### src/rtl/doa_pkg.sv
// doa_pkg: shared types, status codes and RAM word field positions for the DOA sequencer
package doa_pkg;

    typedef enum logic [2:0] {
        IDLE,
        SCAN,
        DRAIN,
        TRIG,
        WAIT,
        REPORT
    } seq_state_t;

    localparam logic [1:0] ST_OK      = 2'd0;
    localparam logic [1:0] ST_NOSIG   = 2'd1;
    localparam logic [1:0] ST_TIMEOUT = 2'd2;

    localparam int RE_MSB = 27;
    localparam int RE_LSB = 14;
    localparam int IM_MSB = 13;
    localparam int IM_LSB = 0;

    // Two's-complement magnitude; -8192 maps to 8192, which still fits in 14 unsigned bits.
    function automatic logic [13:0] abs14(input logic [13:0] x);
        return x[13] ? ~x + 14'd1 : x;
    endfunction

endpackage

### src/rtl/peak_tracker.sv
// peak_tracker: running max/argmax of |re|+|im| over a stream of FFT bins
// Ports: clk, reset (async active-low), clear (restart: mag 0, bin BIN_LO),
//        valid/bin/sample (one bin per cycle), peak_* (registered peak),
//        nxt_* (peak including the current sample, for same-cycle decisions).
module peak_tracker
    import doa_pkg::*;
#(
    parameter int ADDR_W = 10,
    parameter int BIN_LO = 1
)(
    input  logic              clk,
    input  logic              reset,
    input  logic              clear,
    input  logic              valid,
    input  logic [ADDR_W-1:0] bin,
    input  logic [27:0]       sample,
    output logic [14:0]       peak_mag,
    output logic [ADDR_W-1:0] peak_bin,
    output logic [14:0]       nxt_mag,
    output logic [ADDR_W-1:0] nxt_bin
);
    logic [14:0] mag;
    logic        upd;

    always_comb begin
        mag = {1'b0, abs14(sample[RE_MSB:RE_LSB])} + {1'b0, abs14(sample[IM_MSB:IM_LSB])};
        // Strictly greater: ties keep the earlier (lower) bin.
        upd = valid && (mag > peak_mag);
        nxt_mag = upd ? mag : peak_mag;
        nxt_bin = upd ? bin : peak_bin;
    end

    always_ff @(posedge clk or negedge reset) begin
        if (!reset) begin
            peak_mag <= '0;
            peak_bin <= ADDR_W'(BIN_LO);
        end else if (clear) begin
            peak_mag <= '0;
            peak_bin <= ADDR_W'(BIN_LO);
        end else begin
            peak_mag <= nxt_mag;
            peak_bin <= nxt_bin;
        end
    end

endmodule

### src/rtl/doa_sequencer.sv
// doa_sequencer: per-frame peak-bin scan, weightblock trigger/handshake and DOA result publication
// Ports: clk, reset (async active-low), frame_done (new FFT frame), ram1_rdaddr/ram1_q
//        (channel-1 RAM, 1-cycle latency), maxbin/detectdone/wb_done/wb_bnum/wb_doa
//        (weightblock handshake), busy, res_* (result, res_valid pulse), drop_cnt.
module doa_sequencer
    import doa_pkg::*;
#(
    parameter int ADDR_W     = 10,
    parameter int BIN_LO     = 1,
    parameter int BIN_HI     = 511,
    parameter int MAG_THRESH = 64,
    parameter int TIMEOUT    = 4096
)(
    input  logic              clk,
    input  logic              reset,
    input  logic              frame_done,
    output logic [ADDR_W-1:0] ram1_rdaddr,
    input  logic [27:0]       ram1_q,
    output logic [ADDR_W-1:0] maxbin,
    output logic              detectdone,
    input  logic              wb_done,
    input  logic [3:0]        wb_bnum,
    input  logic [7:0]        wb_doa,
    output logic              busy,
    output logic              res_valid,
    output logic [7:0]        res_doa,
    output logic [3:0]        res_bnum,
    output logic [ADDR_W-1:0] res_bin,
    output logic [14:0]       res_mag,
    output logic [1:0]        res_status,
    output logic [7:0]        drop_cnt
);
    localparam int CNT_W = $clog2(TIMEOUT + 1);

    seq_state_t        state, state_nx;
    logic [ADDR_W-1:0] addr, bin_d, peak_bin, nxt_bin;
    logic [14:0]       peak_mag, nxt_mag;
    logic [CNT_W-1:0]  cnt;
    logic [1:0]        st_r;
    logic              v_d, start, below, timed_out;

    // Read data lags the address by one cycle, so the compare uses the delayed address/valid.
    peak_tracker #(.ADDR_W(ADDR_W), .BIN_LO(BIN_LO)) u_peak (
        .clk      (clk),
        .reset    (reset),
        .clear    (start),
        .valid    (v_d),
        .bin      (bin_d),
        .sample   (ram1_q),
        .peak_mag (peak_mag),
        .peak_bin (peak_bin),
        .nxt_mag  (nxt_mag),
        .nxt_bin  (nxt_bin)
    );

    always_comb begin
        start       = (state == IDLE) && frame_done;
        below       = nxt_mag < 15'(MAG_THRESH);
        timed_out   = cnt == CNT_W'(TIMEOUT - 1);
        busy        = state != IDLE;
        detectdone  = state == TRIG;
        ram1_rdaddr = (state == SCAN) ? addr : maxbin;
        state_nx    = state;
        case (state)
            IDLE:    state_nx = frame_done ? SCAN : IDLE;
            SCAN:    state_nx = (addr == ADDR_W'(BIN_HI)) ? DRAIN : SCAN;
            DRAIN:   state_nx = below ? REPORT : TRIG;
            TRIG:    state_nx = WAIT;
            WAIT:    state_nx = (wb_done || timed_out) ? REPORT : WAIT;
            REPORT:  state_nx = IDLE;
            default: state_nx = IDLE;
        endcase
    end

    always_ff @(posedge clk or negedge reset) begin
        if (!reset) state <= IDLE;
        else        state <= state_nx;
    end

    always_ff @(posedge clk or negedge reset) begin
        if (!reset) begin
            addr       <= ADDR_W'(BIN_LO);
            bin_d      <= ADDR_W'(BIN_LO);
            v_d        <= 1'b0;
            cnt        <= '0;
            st_r       <= ST_OK;
            maxbin     <= ADDR_W'(BIN_LO);
            res_valid  <= 1'b0;
            res_doa    <= '0;
            res_bnum   <= '0;
            res_bin    <= '0;
            res_mag    <= '0;
            res_status <= '0;
            drop_cnt   <= '0;
        end else begin
            addr  <= start ? ADDR_W'(BIN_LO) : (state == SCAN) ? addr + ADDR_W'(1) : addr;
            bin_d <= addr;
            v_d   <= state == SCAN;
            cnt   <= (state == WAIT) ? cnt + CNT_W'(1) : '0;
            if (state == DRAIN && below)  st_r   <= ST_NOSIG;
            if (state == DRAIN && !below) maxbin <= nxt_bin;
            if (state == WAIT && wb_done) begin
                res_doa  <= wb_doa;
                res_bnum <= wb_bnum;
                st_r     <= ST_OK;
            end else if (state == WAIT && timed_out) begin
                st_r <= ST_TIMEOUT;
            end
            res_valid <= state == REPORT;
            if (state == REPORT) begin
                res_bin    <= peak_bin;
                res_mag    <= peak_mag;
                res_status <= st_r;
            end
            if (frame_done && state != IDLE && drop_cnt != 8'hFF) drop_cnt <= drop_cnt + 8'd1;
        end
    end

endmodule

### config.mk
export PLATFORM = sky130hd
export DESIGN_NAME = doa_sequencer
export DESIGN_NICKNAME = d
export VERILOG_FILES = /design/src/rtl/doa_pkg.sv /design/src/rtl/peak_tracker.sv /design/src/rtl/doa_sequencer.sv
export SDC_FILE = /design/constraint.sdc
export NUM_CORES = 1
export LEC_CHECK = 0
export CAP_MARGIN = 30
export CORE_MARGIN = 2
export CORE_UTILIZATION = 46
export CTS_CLUSTER_SIZE = 28
export DETAILED_ROUTE_END_ITERATION = 7
export DONT_BUFFER_PORTS = 1
export GPL_TIMING_DRIVEN = 1
export MAX_ROUTING_LAYER = met4
export SLEW_MARGIN = 30
export SYNTH_ARGS = -nofsm -noshare
export SYNTH_HDL_FRONTEND = slang
export SYNTH_SLANG_ARGS = --single-unit
### constraint.sdc
create_clock -name clk -period 7.1 [get_ports clk]
set_input_delay 0.71 -clock clk [delete_from_list [all_inputs] [get_ports clk]]
set_output_delay 0.71 -clock clk [all_outputs]
set_load 0.1 [all_outputs]
# Word level (Yosys, flattened, before mapping)

Cells that the tools add are included.

$add $sub $neg: 6
$mul: 0
Divide/modulo/power cells: 0
$lt $le $gt $ge: 2
Equal/unequal tests: 8
Shift-type cells: 0
Multiplexer cells: 18
Bitwise operators: 2
Reduce and logical (&&, ||, !) cells: 14

Operators by type and width:

| cell                    | number |
|---|---|
| $mux W10                | 5 |
| $mux W15                | 2 |
| $add A14 B1 Y14 const B | 2 |
| $mux W14                | 2 |
| $not A14 Y14            | 2 |
| $add A14 B14 Y15        | 1 |
| $gt A15 B15 Y1          | 1 |
| $lt A15 B7 Y1 const B   | 1 |
| $pmux W3 S5             | 1 |
| $add A13 B1 Y13 const B | 1 |
| $eq A13 B12 Y1 const B  | 1 |
| $mux W13                | 1 |
| $add A10 B1 Y10 const B | 1 |
| $eq A10 B9 Y1 const B   | 1 |
| $add A8 B1 Y8 const B   | 1 |
| $logic_and A1 B1 Y1     | 8 |
| $mux W2                 | 4 |
| $ne A8 B8 Y1 const B    | 1 |
| $eq A3 B2 Y1 const B    | 2 |
| $eq A3 B3 Y1 const B    | 2 |
| $reduce_bool A3 Y1      | 2 |
| $eq A3 B1 Y1 const B    | 1 |
| $logic_not A3 Y1        | 1 |
| $mux W3                 | 1 |
| other kinds (4)         | 5 |

Register bits: 122
Bits in latches: 0
Memory bits (writable): 0
ROM bits: 0
Bits of input ports: 44
Word-level logic and storage cells: 66
Memories kept: 0

# Depth between registers and ports, before layout

Depth in word-level cells: 12
Gate-level depth with buffers: 23

# Cells and area by module

From an unflattened synthesis, not the netlist that was laid out.

Cells, all modules: 660
Area, all modules: 6662.6 um^2

By module, submodules not included:

| module        | times used | cells each | area an instance (um^2) |
|---|---|---|---|
| doa_sequencer | 1          | 377        | 3983.8 |
| peak_tracker  | 1          | 283        | 2678.8 |

# Least setup slack after synthesis

No wires, ideal clock.

Kind: input-to-reg
From: input ram1_q[1]
To: register state[1]
Library setup time: 0.118 ns
Data arrival time: 4.898 ns
Path slack: 2.084 ns
Stages: 21
Buffers on the path: 1
Cell sequence: inv_1 > ha_1 > nand2_1 > or3_1 > nand2b_1 > o41ai_1 > xnor2_1 > ha_1 > and3_1 > a221o_1 > a221o_1 > ha_1 > nand4_1 > nor2_1 > o31ai_1 > a21oi_1 > nand2b_1 > or4_4 > a22o_1 > buf_6 > a21o_1

Cells in the longest elaborated chain, start to end: 10

RTL lines:

| what                 | line                | source |
|---|---|---|
| start, declared      | doa_sequencer.sv:18 | `input logic [27:0] ram1_q,` |
| $not A14 Y14         | doa_pkg.sv:24       | `return x[13] ? ~x + 14'd1 : x;` |
| $add A14 B1 Y14      | doa_pkg.sv:24       |  |
| $mux W14 (*)         | doa_pkg.sv:24       |  |
| $add A14 B14 Y15 (*) | peak_tracker.sv:26  | `mag = {1'b0, abs14(sample[RE_MSB:RE_LSB])} + {1'b0, abs14(sample[IM_MSB:IM_LSB])};` |
| $gt A15 B15 Y1       | peak_tracker.sv:28  | `upd = valid && (mag > peak_mag);` |
| $logic_and A1 B1 Y1  | peak_tracker.sv:28  |  |
| $mux W15 (*)         | peak_tracker.sv:29  | `nxt_mag = upd ? mag : peak_mag;` |
| $lt A15 B7 Y1 (*)    | doa_sequencer.sv:58 | `below = nxt_mag < 15'(MAG_THRESH);` |
| $mux W3 (*)          | doa_sequencer.sv:67 | `DRAIN: state_nx = below ? REPORT : TRIG;` |
| $pmux W3 S5 (*)      | doa_sequencer.sv:64 | `case (state)` |
| net state_nx[1]      | doa_sequencer.sv:35 | `seq_state_t state, state_nx;` |
| end signal, assigned | doa_sequencer.sv:77 | `else state <= state_nx;` |
| end, declared        | doa_sequencer.sv:35 |  |

The timed path passes the listed nets; every way through them passes the cells marked *.
A chain may end at the register's enable or synchronous reset.

# Worst setup path after layout

From: input ram1_q[15]
To: register maxbin[8]

Cells in the longest elaborated chain, start to end: 10

RTL lines:

| what                 | line                 | source |
|---|---|---|
| $not A14 Y14         | doa_pkg.sv:24        |  |
| $add A14 B1 Y14      | doa_pkg.sv:24        |  |
| $mux W14 (*)         | doa_pkg.sv:24        |  |
| $add A14 B14 Y15 (*) | peak_tracker.sv:26   |  |
| $gt A15 B15 Y1       | peak_tracker.sv:28   |  |
| $logic_and A1 B1 Y1  | peak_tracker.sv:28   |  |
| $mux W15             | peak_tracker.sv:29   |  |
| $lt A15 B7 Y1        | doa_sequencer.sv:58  |  |
| $logic_not A1 Y1     | doa_sequencer.sv:101 | `if (state == DRAIN && !below) maxbin <= nxt_bin;` |
| $logic_and A1 B1 Y1  | doa_sequencer.sv:101 |  |
| end signal, assigned | doa_sequencer.sv:87  | `maxbin <= ADDR_W'(BIN_LO);` |
| end signal, assigned | doa_sequencer.sv:101 |  |
| end, declared        | doa_sequencer.sv:19  | `output logic [ADDR_W-1:0] maxbin,` |

Mark *: on every way between the ends. The rest lies on a longest branch, timed or not.

==> impl_metrics.tcl <==
set metrics [dict create \
    status "complete, no violations" \
    rows 43 \
    hp-class "input pin to async pin" \
    crit_start "ram1_q[15]" \
    drtIter0Drc 294 \
    cts_setup_buffers 0 \
    synth_nets 731 \
    critPathMaxFanout 22 \
    pin_count 114 \
    leakage_nw 3.45 \
    io_buffers 0 \
    power_mw 2.96 \
    rsz0062_at_grt "no" \
    dr.pass1.iters 4 \
    r2r-end "maxbin[8]" \
    overflow 0 \
    cp.required_ps 7370 \
    diodes 0 \
    use_met2 0.305 \
    grt_use_total 0.204 \
    synthesis.area_mm2 0.00644 \
    syn_inst 652 \
    synth-edff-count 0 \
    pwr_density_cell_mw_per_mm2 398 \
    drive_gt1_frac 0.127 \
    via_per_inst 5.48 \
    dp_hpwl_um 10000 \
    die_width_um 122 \
    ctsResizeCount 0 \
    swShare 0.401 \
    slew_violations 0 \
    cp-start-kind "input pin" \
    numClockSinks 122 \
    synth_ff_type "dfrtp_1" \
    finClkSkew_ps 10.8 \
    h-tree-depth 4 \
    worst_slew_pin_slew_ps 1010 \
    reg2regPathDepth 11 \
    hold_violations 0 \
    dieArea_mm2 0.0150 \
    p_sw_mw 1.19 \
    worstSetupEndpointType "register" \
    fin_util 0.540 \
    wirelength_um 13900 \
    synth-seq-cells 122 \
    start_util 0.468 \
    drcViolationCount 0 \
    wl_per_cell_um 16.4 \
    ys_types 48 \
    clock_latency_ps 420 \
    comb_power_share 0.319 \
    r2r-start "u_peak.peak_mag[13]" \
    grt_pass1_vias 4702 \
    seqPwrFrac 0.355 \
    finalCritPeriodShare 0.805 \
    vias 4645 \
    synthArstFlopShare 1.00 \
    coreArea_mm2 0.0138 \
    syn2layout_area_growth_pct 15.5 \
    worst_ir_drop_vdd_mv 0.197 \
    clk_pin_slew_ps 60 \
    synth_area_per_cell_um2 9.88 \
    fin_crit_ps 5720 \
    cp-endpoint "maxbin[8]" \
    gr-usage-met3 0.0720 \
    finalSetupTns_ps 0 \
    yosysWarnings 0 \
    worst_slack_ps 1380 \
    final_nets 734 \
    relSlewSlack 0.325 \
    grt_first_pass_wirelength_um 23100 \
    setup_viol 0 \
    timing.fmax_mhz 175 \
    r2r_setup_slack_ps 3680 \
    cts_root_buf "clkbuf_16" \
    busiest_layer "met2" \
    grt_antenna_before_repair 0 \
    clock_path_buffers 2 \
    grt_max_degree 119 \
    cts_tree "done" \
    ys_seq_area_frac 0.475 \
    crit_type "input pin to register" \
    gp_congestion 0.858 \
    maxCapViolCount 0 \
    numCtsBuffers 17 \
    crit_arrival_ps 5980 \
    clkPwrFrac 0.326 \
    hold_slack_ps 135 \
    met1_usage 0.260 \
    p_int_mw 1.77 \
    die_h_um 122 \
    drtAntennaViolNets 0 \
    dp_slack_ps 972 \
]
[cell usage in the layout, fill, tap and decap left out, types with 11 or more instances in the layout]
cell type  Yosys  routed
mux2_2        26      26
nor2_1        74      73
clkbuf_16      0      17
xor2_1        16      16
a21oi_1       39      38
xnor2_1       38      38
o21ai_0       40      30
dfrtp_1      118     117
mux2i_1       22      22
nand2_1       66      66
and3_1        11      11
inv_1         39      39
ha_1          34      34
[power groups by stage]
stage / Clock (mW) / Combinational (mW) / Sequential [mW]
after floorplan: 0 / 0.740 / 1.03
after global placement: 0 / 0.883 / 1.06
after detailed placement: 0 / 0.926 / 1.06
after CTS: 0.981 / 0.949 / 1.05
after global routing: 1.01 / 1.05 / 1.07
final: 0.964 / 0.945 / 1.05
[synth_stat cells (2+ instances only)]
master | instances | area share
and3_1 | 11 | 0.011
xnor2_1 | 38 | 0.052
nand2_1 | 66 | 0.038
nor4_1 | 2 | 0.0019
mux2i_1 | 22 | 0.034
ha_1 | 34 | 0.066
nor4bb_1 | 2 | 0.0031
inv_1 | 39 | 0.023
a22o_1 | 2 | 0.0027
clkbuf_1 | 18 | 0.010
xor2_1 | 16 | 0.022
o41ai_1 | 3 | 0.0041
a21oi_1 | 39 | 0.030
and2_1 | 4 | 0.0039
dfrtp_1 | 118 | 0.46
o31ai_1 | 9 | 0.010
nand2b_1 | 6 | 0.0058
o31a_1 | 2 | 0.0027
a21o_1 | 6 | 0.0070
a31oi_1 | 2 | 0.0019
nand4_1 | 9 | 0.0087
nand3_1 | 10 | 0.0078
o21a_1 | 4 | 0.0047
or3_1 | 10 | 0.0097
nor2_1 | 74 | 0.043
buf_1 | 2 | 0.0012
nand3b_1 | 2 | 0.0023
o211ai_1 | 2 | 0.0023
nor3_1 | 11 | 0.0085
a21oi_2 | 2 | 0.0027
o21ai_0 | 40 | 0.031
a221o_1 | 3 | 0.0047
mux2_2 | 26 | 0.045
dfstp_2 | 4 | 0.016
[kinds of logic (layout without fill, tap and decap cells)]
logic type / after synthesis / count (layout) / share of synthesized area
DFF: 122 / 122 / 0.475
AOI/OAI and AO/OA: 123 / 123 / 0.119
buffers and inverters: 60 / 76 / 0.0361
muxes: 48 / 48 / 0.0796
adders and majority gates: 35 / 35 / 0.0692
and+or+nand+nor: 210 / 210 / 0.148
xor gates and xnor gates: 54 / 54 / 0.0734
[how the worst min path moves through the flow]
stage | end | slack (ps) | cells past startpoint
6_report | bin_d[0] | 140 | 0
5_1_grt | addr[0] | 110 | 0
4_1_cts | addr[0] | 120 | 0
3_5_place_dp | bin_d[0] | 390 | 0
3_3_place_gp | bin_d[0] | 390 | 0
2_1_floorplan | bin_d[0] | 380 | 0
[repair_timing]
item	4_1_cts	5_1_grt
endpoints found under the setup margin	0	0
hold endpoints to repair	118	0
hold buffers	1	0
[critical path: stages]
cell and delay (ps):
inv_1 40, ha_1 150, nand2_1 60, or3_1 350, o31ai_1 260, xnor2_1 120
ha_1 390, nand2_1 100, o21ai_1 270, o221ai_1 190, o311ai_0 590, ha_1 240
nand4_1 150, nor2_1 130, o31ai_1 110, a21oi_4 460, buf_4 400, nand2b_1 100
or4_4 450, a22o_1 470, mux2i_1 210
[cell type report]
type                    instances  area, µm²
fillers                      1245       6330
clock inverters                15        238
multi-input cells             470       3290
flip-flops and latches        122       3060
inverters                      39        146
repair buffers                  5       57.6
well taps                     180        225
clock buffers                  17        425
[through the flow]
| stage | instances | instance area, µm² |
|---|---|---|
| after floorplan | 652 | 6440 |
| after global placement | 815 | 6670 |
| after detailed placement | 815 | 6750 |
| after CTS | 848 | 7440 |
| after global routing | 848 | 7440 |
| final | 848 | 7440 |
[sequential cells by signal (all words and copies together) (netlist names), 8 cells and up]
| signal | flops |
|---|---|
| res_bin | 10 |
| res_mag | 15 |
| cnt | 13 |
| drop_cnt | 8 |
| addr | 10 |
| u_peak.peak_mag | 15 |
| u_peak.peak_bin | 10 |
| maxbin | 10 |
| bin_d | 10 |
| res_doa | 8 |
[per-layer routing]
metal	up-vias	part of all wire
met4	0	0.0097
met2	124	0.47
met5	-	0
met1	2252	0.44
li1	2258	-
met3	11	0.073
No activity file was read; power rests on OpenSTA's default activity.
